[config.mk]
export PLATFORM = sky130hd
export DESIGN_NAME = color_frame_ctrl
export DESIGN_NICKNAME = d
export VERILOG_FILES = /design/src/rtl/color_pkg.sv /design/src/rtl/pixel_classify.sv /design/src/rtl/color_frame_ctrl.sv
export SDC_FILE = /design/constraint.sdc
export NUM_CORES = 1
export LEC_CHECK = 0
export BUFFER_PORTS_ARGS = -buffer_cell sky130_fd_sc_hd__buf_2
export CORE_AREA = 5 5 100 102
export CTS_BUF_LIST = sky130_fd_sc_hd__clkbuf_4
export DETAILED_ROUTE_END_ITERATION = 16
export DIE_AREA = 0 0 105 107
export HOLD_SLACK_MARGIN = 0.03
export PLACE_DENSITY = 0.82
export SYNTH_ARGS = -nofsm -noshare
export SYNTH_HDL_FRONTEND = slang
export SYNTH_SLANG_ARGS = --single-unit
[constraint.sdc]
create_clock -name clk -period 2.8 [get_ports clk]
set_input_delay 0.42 -clock clk [delete_from_list [all_inputs] [get_ports clk]]
set_output_delay 0.42 -clock clk [all_outputs]
set_load 0.01 [all_outputs]
[src/rtl/color_pkg.sv]
// Shared types and defaults for the dominant-colour frame controller.
package color_pkg;

    typedef enum logic [1:0] {
        RED   = 2'd0,
        GREEN = 2'd1,
        BLUE  = 2'd2,
        NONE  = 2'd3
    } color_e;

    typedef enum logic [1:0] {
        ST_IDLE   = 2'd0,
        ST_ACCUM  = 2'd1,
        ST_DECIDE = 2'd2,
        ST_REPORT = 2'd3
    } state_e;

    localparam int BRIGHT_THRESH_DEFAULT = 50;

endpackage

[src/rtl/pixel_classify.sv]
// Combinational per-pixel colour class: dark pixels and red==blue pixels map to NONE.
module pixel_classify
    import color_pkg::*;
#(
    parameter int DATA_WIDTH    = 8,
    parameter int BRIGHT_THRESH = BRIGHT_THRESH_DEFAULT
) (
    input  logic [DATA_WIDTH-1:0] red,
    input  logic [DATA_WIDTH-1:0] green,
    input  logic [DATA_WIDTH-1:0] blue,
    output color_e                color
);

    localparam logic [DATA_WIDTH-1:0] THRESH = DATA_WIDTH'(BRIGHT_THRESH);

    logic lit;

    assign lit = (red > THRESH) || (green > THRESH) || (blue > THRESH);

    always_comb begin
        color = NONE;
        if (lit) begin
            if (red > blue) begin
                color = (red > green) ? RED : GREEN;
            end else if (blue > red) begin
                color = (blue > green) ? BLUE : GREEN;
            end
        end
    end

endmodule

[src/rtl/color_frame_ctrl.sv]
// Frame-level dominant-colour controller: tallies per-class votes over sof..eof and reports a winner.
// Optional HYSTERESIS_EN macro: the reported colour only changes after HYST_FRAMES agreeing frames.
module color_frame_ctrl
    import color_pkg::*;
#(
    parameter int DATA_WIDTH    = 8,
    parameter int BRIGHT_THRESH = BRIGHT_THRESH_DEFAULT,
    parameter int CNT_W         = 20,
    parameter int MIN_VOTES     = 1024,
    parameter int HYST_FRAMES   = 2
) (
    input  logic                  clk,
    input  logic                  reset_n,
    input  logic [DATA_WIDTH-1:0] px_red,
    input  logic [DATA_WIDTH-1:0] px_green,
    input  logic [DATA_WIDTH-1:0] px_blue,
    input  logic                  px_sof,
    input  logic                  px_eof,
    input  logic                  px_valid,
    output logic                  px_ready,
    output logic [1:0]            res_color,
    output logic                  res_valid,
    input  logic                  res_ready,
    output logic                  frame_abort
);

    localparam logic [CNT_W-1:0] CNT_MAX = '1;
    localparam logic [CNT_W-1:0] MIN_CNT = CNT_W'(MIN_VOTES);

    state_e           state_reg;
    state_e           state_next;
    logic             px_ready_reg;
    logic             res_valid_reg;
    logic             frame_abort_reg;
    color_e           res_color_reg;
    color_e           px_class;
    color_e           winner;
    color_e           report_color;
    logic [1:0]       class_idx;
    logic             accept;
    logic             frame_start;
    logic             count_en;
    logic [CNT_W-1:0] cnt [4];
    logic [CNT_W-1:0] cnt_r;
    logic [CNT_W-1:0] cnt_g;
    logic [CNT_W-1:0] cnt_b;
    logic             unused_cnt_n;

    pixel_classify #(
        .DATA_WIDTH   (DATA_WIDTH),
        .BRIGHT_THRESH(BRIGHT_THRESH)
    ) u_classify (
        .red  (px_red),
        .green(px_green),
        .blue (px_blue),
        .color(px_class)
    );

    assign class_idx   = px_class;
    assign accept      = px_valid && px_ready_reg;
    assign frame_start = accept && px_sof;
    // Outside a frame only a sof pixel is counted; inside, every accepted pixel is.
    assign count_en    = frame_start || (accept && (state_reg == ST_ACCUM));

    genvar gi;
    generate
        for (gi = 0; gi < 4; gi++) begin : g_cnt
            logic [CNT_W-1:0] cnt_reg;
            logic             hit;

            assign hit = (class_idx == 2'(gi));

            always_ff @(posedge clk or negedge reset_n) begin
                if (!reset_n) begin
                    cnt_reg <= '0;
                end else if (count_en) begin
                    if (frame_start) begin
                        cnt_reg <= hit ? CNT_W'(1) : '0;
                    end else if (hit && (cnt_reg != CNT_MAX)) begin
                        cnt_reg <= cnt_reg + 1'b1;
                    end
                end
            end

            assign cnt[gi] = cnt_reg;
        end
    endgenerate

    assign cnt_r = cnt[0];
    assign cnt_g = cnt[1];
    assign cnt_b = cnt[2];
    // NONE-class votes are tallied but never compete for the result.
    assign unused_cnt_n = ^cnt[3];

    always_comb begin
        winner = NONE;
        if ((cnt_r > cnt_g) && (cnt_r > cnt_b)) begin
            winner = (cnt_r >= MIN_CNT) ? RED : NONE;
        end else if ((cnt_g > cnt_r) && (cnt_g > cnt_b)) begin
            winner = (cnt_g >= MIN_CNT) ? GREEN : NONE;
        end else if ((cnt_b > cnt_r) && (cnt_b > cnt_g)) begin
            winner = (cnt_b >= MIN_CNT) ? BLUE : NONE;
        end
    end

`ifdef HYSTERESIS_EN
    localparam int AGREE_W = $clog2(HYST_FRAMES + 1);

    color_e             cand_reg;
    color_e             committed_reg;
    logic [AGREE_W-1:0] agree_reg;
    logic [AGREE_W-1:0] agree_next;

    always_comb begin
        agree_next = AGREE_W'(1);
        if (winner == cand_reg) begin
            agree_next = (agree_reg >= AGREE_W'(HYST_FRAMES)) ? agree_reg : agree_reg + 1'b1;
        end
        report_color = (agree_next >= AGREE_W'(HYST_FRAMES)) ? winner : committed_reg;
    end

    always_ff @(posedge clk or negedge reset_n) begin
        if (!reset_n) begin
            cand_reg      <= NONE;
            committed_reg <= NONE;
            agree_reg     <= '0;
        end else if (state_reg == ST_DECIDE) begin
            cand_reg      <= winner;
            agree_reg     <= agree_next;
            committed_reg <= report_color;
        end
    end
`else
    logic [$clog2(HYST_FRAMES + 1)-1:0] unused_hyst;

    assign unused_hyst  = '0;
    assign report_color = winner;
`endif

    always_comb begin
        state_next = state_reg;
        case (state_reg)
            ST_IDLE:   if (frame_start) state_next = px_eof ? ST_DECIDE : ST_ACCUM;
            ST_ACCUM:  if (accept && px_eof) state_next = ST_DECIDE;
            ST_DECIDE: state_next = ST_REPORT;
            ST_REPORT: if (res_ready) state_next = ST_IDLE;
            default:   state_next = ST_IDLE;
        endcase
    end

    // px_ready is registered from the next state so it is low while reset is held.
    always_ff @(posedge clk or negedge reset_n) begin
        if (!reset_n) begin
            state_reg       <= ST_IDLE;
            px_ready_reg    <= 1'b0;
            res_valid_reg   <= 1'b0;
            res_color_reg   <= NONE;
            frame_abort_reg <= 1'b0;
        end else begin
            state_reg       <= state_next;
            px_ready_reg    <= (state_next == ST_IDLE) || (state_next == ST_ACCUM);
            frame_abort_reg <= frame_start && (state_reg == ST_ACCUM);
            if (state_reg == ST_DECIDE) begin
                res_valid_reg <= 1'b1;
                res_color_reg <= report_color;
            end else if ((state_reg == ST_REPORT) && res_ready) begin
                res_valid_reg <= 1'b0;
            end
        end
    end

    assign px_ready    = px_ready_reg;
    assign res_valid   = res_valid_reg;
    assign res_color   = res_color_reg;
    assign frame_abort = frame_abort_reg;

endmodule

-- Word-level counts from Yosys, hierarchy flattened
Index checks and enable logic that the tools add are counted.
- bits of input ports: 30
- flip-flop bits (word level): 67
- output and inout port bits: 5
- word-level logic and storage cells: 89
- add/subtract/negate cells: 3
- equality and inequality tests: 9
- muxes and demuxes: 27
- order comparisons: 16
- reduce and logical (&&, ||, !) cells: 26
- operator list (cell ; number):
    20-bit > comparator ; 6
    20-bit 2-to-1 mux ; 6
    20-bit by 1-bit adder with 20-bit output, second input constant ; 3
    20-bit by 11-bit >= comparator with 1-bit output, second input constant ; 3
    20-bit inequality test, second input constant ; 3
    8-bit > comparator ; 4
    8-bit by 6-bit > comparator with 1-bit output, second input constant ; 3
    2-bit 2-to-1 mux ; 12
    1-bit logical AND ; 12
    1-bit 2-to-1 mux ; 8
    2-bit one-hot mux with 4 select lines ; 1
    2-bit nonzero test ; 4
    2-bit by 1-bit == test with 1-bit output, second input constant ; 3
    2-bit == test, second input constant ; 3
    2-bit logical NOT ; 3
    2-bit AND reduction ; 3
    1-bit logical OR ; 4

-- Logic depth before layout (Yosys ltp)
- depth in word-level cells: 9
- depth in mapped cells: 11
- gate-level depth less buffers: 10

-- Modules after synthesis
Synthesis repeated with hierarchy kept, for this count alone.
- cell total of the unflattened synthesis: 637
- area, all modules: 5471.5 um^2
- modules (own cells, without submodules) (module ; cells an instance ; sequential area each (um^2) ; instances ; area each (um^2)):
    color_frame_ctrl ; 550 ; 1679.1 ; 1 ; 4815.9
    pixel_classify ; 87 ; 0.0 ; 1 ; 655.6

-- Worst setup path before layout
No wires, ideal clock.
- path kind: in2reg
- start point: in px_blue[1]
- end point: reg g_cnt[2].cnt_reg[13] (netlist: cnt_b[13])
- stages on the path: 11
- library setup time: 132 ps
- path slack: 337 ps
- path buffers: 1
- data required time: 2668 ps
- arrival: 2331 ps
- cells stage by stage: inv_1 -> ha_1 -> nor2b_1 -> o211ai_1 -> a21oi_1 -> a211o_1 -> a311o_1 -> buf_4 -> nor4_4 -> xnor2_1 -> nor2_1
- word-level cells in the longest chain between the ends: 9
- elaborated cells between the ends (all ways): 13
- those cells by class: order compare: 4; eq/ne: 1; mux: 4; reduce/logical: 4
- RTL lines (element ; RTL line ; text):
    start, declared ; color_frame_ctrl.sv:16 ; input logic [DATA_WIDTH-1:0] px_blue,
    8-bit > comparator ; pixel_classify.sv:26 ; color = (blue > green) ? BLUE : GREEN;
    2-bit 2-to-1 mux ; pixel_classify.sv:26 ;
    2-bit 2-to-1 mux ; pixel_classify.sv:25 ; end else if (blue > red) begin
    2-bit 2-to-1 mux ; pixel_classify.sv:23 ; if (red > blue) begin
    2-bit 2-to-1 mux (*) ; pixel_classify.sv:22 ; if (lit) begin
    2-bit == test (*) ; color_frame_ctrl.sv:71 ; assign hit = (class_idx == 2'(gi));
    1-bit logical AND (*) ; color_frame_ctrl.sv:79 ; end else if (hit && (cnt_reg != CNT_MAX)) begin
    2-bit nonzero test (no line) (*) ; - ;
    2-bit AND reduction (no line) (*) ; - ;
    end signal, assigned ; color_frame_ctrl.sv:78 ; cnt_reg <= hit ? CNT_W'(1) : '0;
    end signal, assigned ; color_frame_ctrl.sv:80 ; cnt_reg <= cnt_reg + 1'b1;
    end, declared ; color_frame_ctrl.sv:68 ; logic [CNT_W-1:0] cnt_reg;
Mark *: on every way between the ends. The rest lies on a longest branch, timed or not.
A chain may end at the register's enable or synchronous reset.

-- Worst setup path after layout
- start point: reg g_cnt[0].cnt_reg[18] (netlist: cnt_r[18])
- end point: reg res_color_reg[1] (netlist: res_color[1])
- word-level cells in the longest chain between the ends: 4
- elaborated cells between the ends (all ways): 9
- those cells by class: order compare: 4; mux: 3; reduce/logical: 2
- RTL lines (element ; RTL line ; text):
    start, declared ; color_frame_ctrl.sv:68 ;
    start signal, assigned ; color_frame_ctrl.sv:78 ;
    start signal, assigned ; color_frame_ctrl.sv:80 ;
    20-bit > comparator ; color_frame_ctrl.sv:99 ; end else if ((cnt_g > cnt_r) && (cnt_g > cnt_b)) begin
    1-bit logical AND ; color_frame_ctrl.sv:99 ;
    2-bit 2-to-1 mux ; color_frame_ctrl.sv:99 ;
    2-bit 2-to-1 mux (*) ; color_frame_ctrl.sv:97 ; if ((cnt_r > cnt_g) && (cnt_r > cnt_b)) begin
    end signal, assigned ; color_frame_ctrl.sv:165 ; res_color_reg <= report_color;
    end, declared ; color_frame_ctrl.sv:35 ; color_e res_color_reg;
Marked as above.

==> results.md <==
- Largest net degree at the start of global routing: 37
- Synthesized area: 5570 sq um
- Max_cap viols: 0
- Ys Warns: 0
- CTS tree: built
- Port buffer count: 34
- P_int: around 1.7 mW
- Worst reg2reg startpoint: cnt_r[18]$_DFFE_PN0P_
- EDFF count, synth: 0
- Reg2Reg Depth: 10
- Hold Crit Class: input port to asynchronous set/reset pin
- Yosys reg bits: 67
- CTS sink cnt: 67
- Die X-Extent: between 100 and 150 um
- Final GP Congestion: 0.964
- Vias per Instance: 6.42
- DR pass1 iterations: 5
- Slew @ Worst Pin: between 0.8 and 0.9 ns
- GRT Util Overall: 0.276
- Worst-skew pair later-pin latency: 0.45 ns
- Crit path max-delay family: compound AO/OA/AOI/OAI gates
- Root buffer cell: clkbuf_4
- Critical path class: flop to flop
- Via count: about 5300
- Clock Skew: 0.0191 ns
- Initial antenna violation count: 0
- Top-Level Pins: 35
- CTS buffer count: 9
- Layout cell share with drive strength beyond 1: 0.121
- Worst path depth: 10
- Crit path max fanout: 5
- Area delta synth->final: 10.9%
- Final period utilization: 0.943
- Status: finished, final reports clean
- Dpl hpwl: between 10000 and 15000 um
- Final #Nets: about 830
- LEAKAGE: around 2.9 nW
- Fraction of registers with async set/reset: 1.00
- Clock power frac: 0.264
- Worst-path clk slew: 0.14 ns
- Final WL: 15000 um
- Setup crit start kind: flop
- CTS H-tree depth: 3
- Gr ovfl total: 0
- Gate Count Post-Synth: ~650
- Die Span Y: 107 um
- Sequential share of the synthesized area: 0.302
- Net switching power: 1.02 mW
- Critical path data arrival time: 3.02 ns
- Final Hold Violating Endpoints: 0
- First-pass GRT wire length: about 25000 um
- CP max stage cell: dfrtp_1
- Endpoint type of the worst setup path: flop
- Fin cells: between 800 and 900
- Rel. slew slack: 0.460
- DRT iter0 DRCs: roughly 420
- Site Rows: 35
- Seq pwr share: 0.427
- Fmax: around 0.38 GHz
- Max Slew Vio Count: 0
- Vias in the first global route: 5189
- Post-synthesis area per instance: 8.54 sq um
- Filler instances: ~730
- N_diodes: 0
- Sw frac: 0.381
- Cells after DPL: about 800
- Max incr delay on CP: roughly 0.45 ns
- Core area: about 9000 sq um
- VDD IR max: about 0.00028 V
- DRC errors left: 0
- Tmin final: about 2.6 ns
- Hold_ws: ~0.050 ns
- Worst setup path end: res_color[1]$_DFFE_PN1P_
- CTS Buffer Depth: 2
- Initial Util: 0.617
- WL/cell: between 15 and 20 um
- Power Density: 434 nW/um^2
- Worst-path cell chain: inv_1, ha_1, and4_1, nand4_1, nor2_1, a221oi_1, o211ai_1, a311oi_2, a31oi_1, mux2_2
- Critical Path RT: about 3.2 ns
- Die ar.: 11200 sq um
- Critical path origin: cnt_r[18]$_DFFE_PN0P_
- Comb pwr share: 0.309
- Final setup fails: 0
- Synth unique cells: 56
- R2R Path End: res_color[1]$_DFFE_PN1P_
- WP buf/inv: 1
- FF-to-FF setup slack: 0.16 ns
- Net Count, Synth: between 700 and 800
- Main flop type after synthesis: dfrtp_1
- RSZ-0062 raised after global routing: true
- Antenna Nets Post-Route: 0
## placed cells by master (no fill, tap or decap), types with 3 or more instances in the layout
cell and n:
o211ai_1 8, a21o_1 4, a221oi_1 5, buf_2 34
a21oi_1 51, nand2_1 44, ha_1 90, mux2i_1 3
nand3_1 37, xor2_1 10, or4_1 4, buf_4 20
xnor2_1 23, a211oi_1 6, o21ai_0 26, dfrtp_1 65
nor3_1 12, clkbuf_4 9, inv_6 3, and2_1 4
nand4_1 38, or3_1 22, nor2b_1 5, nor2_1 54
and4_1 8, inv_1 64, and3_1 6, nor4_1 11
## worst min path at each step
stage	endpoint	start	slack, ns	cells past startpoint
global route	cnt_g[13]$_DFFE_PN0P_	reset_n	0.07	1
global placement	res_valid$_DFFE_PN0P_	res_valid$_DFFE_PN0P_	0.46	1
finish	cnt_g[13]$_DFFE_PN0P_	reset_n	0.05	1
detailed placement	res_valid$_DFFE_PN0P_	res_valid$_DFFE_PN0P_	0.47	1
CTS	cnt_g[13]$_DFFE_PN0P_	reset_n	0.04	1
floorplan	cnt_b[0]$_DFFE_PN0P_	reset_n	0.12	0
## cells in the mapped netlist (2+ instances only)
master	instances	area share
xnor2_1	23	0.036
and4_1	8	0.013
dfrtp_1	65	0.29
or4_1	4	0.0054
or3_1	22	0.025
nand2_1	44	0.030
o21ai_0	26	0.023
nor3_1	12	0.011
nor3b_1	2	0.0027
clkbuf_1	10	0.0067
o21bai_1	2	0.0027
nor2b_1	5	0.0056
mux2i_1	3	0.0054
o32ai_1	2	0.0031
inv_1	64	0.043
nand3_1	37	0.033
nand4_1	38	0.043
ha_1	90	0.20
and2_1	4	0.0045
a31oi_1	2	0.0022
a311o_1	2	0.0036
a221oi_1	6	0.0094
a21oi_1	52	0.047
buf_2	2	0.0018
o31ai_1	2	0.0027
nor2_1	54	0.036
dfstp_2	2	0.0094
xor2_1	10	0.016
o211ai_1	8	0.011
a21o_1	4	0.0054
and3_1	7	0.0079
a211oi_1	6	0.0081
nor4_1	11	0.012
## area by class of cell
type	instances	area (sq um)	area share
inverters	64	240	0.0389
flip-flops and latches	67	1680	0.272
multi-input cells	507	3600	0.584
clock buffers	9	67.6	0.0109
clock inverters	7	83.8	0.0136
well taps	111	139	0.0225
repair buffers	56	360	0.0584
## metal layers
| layer | global-route usage | share of wire | vias to the layer above |
|---|---|---|---|
| li1 | - | - | 2487 |
| met1 | 0.355 | 0.42 | 2529 |
| met2 | 0.456 | 0.48 | 209 |
| met3 | 0.0482 | 0.067 | 45 |
| met4 | 0.121 | 0.035 | 0 |
| met5 | 0 | 0 | - |
## power groups by stage
stage | logic (mW) | clock network, mW | registers [mW]
global route | 0.935 | 0.770 | 1.15
global placement | 0.778 | 0 | 1.15
CTS | 0.806 | 0.723 | 1.14
finish | 0.828 | 0.708 | 1.14
detailed placement | 0.800 | 0 | 1.15
floorplan | 0.519 | 0 | 1.13
## repair_timing
action / CTS / global route
gates resized for setup: 0 / 3
buffers inserted: 0 / 0
endpoints found under the setup margin: 0 / 2
hold endpoints to repair: 0 / 0
hold buffers: 0 / 0
## cell families (layout without fill, tap and decap cells)
kind of cell,after synthesis,in the layout,synth area share
adders and majority gates,90,90,0.202
and+or+nand+nor,258,258,0.247
xor gates and xnor gates,33,33,0.0519
AOI/OAI and AO/OA,122,122,0.136
muxes,4,4,0.00742
buffers and inverters,78,136,0.0537
DFF,67,67,0.302
## through the flow
stage / area (sq um) / power (mW) / setup WS [ns] / TNS [ns] / utilization
final: 6170 / 2.68 / 0.158 / 0 / 0.684
after global routing: 6170 / 2.86 / -0.0193 / -0.0193 / 0.684
after CTS: 6160 / 2.66 / 0.152 / 0 / 0.683
after detailed placement: 6010 / 1.95 / 0.0409 / 0 / 0.666
after global placement: 6010 / 1.93 / 0.112 / 0 / 0.666
after floorplan: 5570 / 1.65 / 0.337 / 0 / -
No activity file was read; power rests on OpenSTA's default activity.
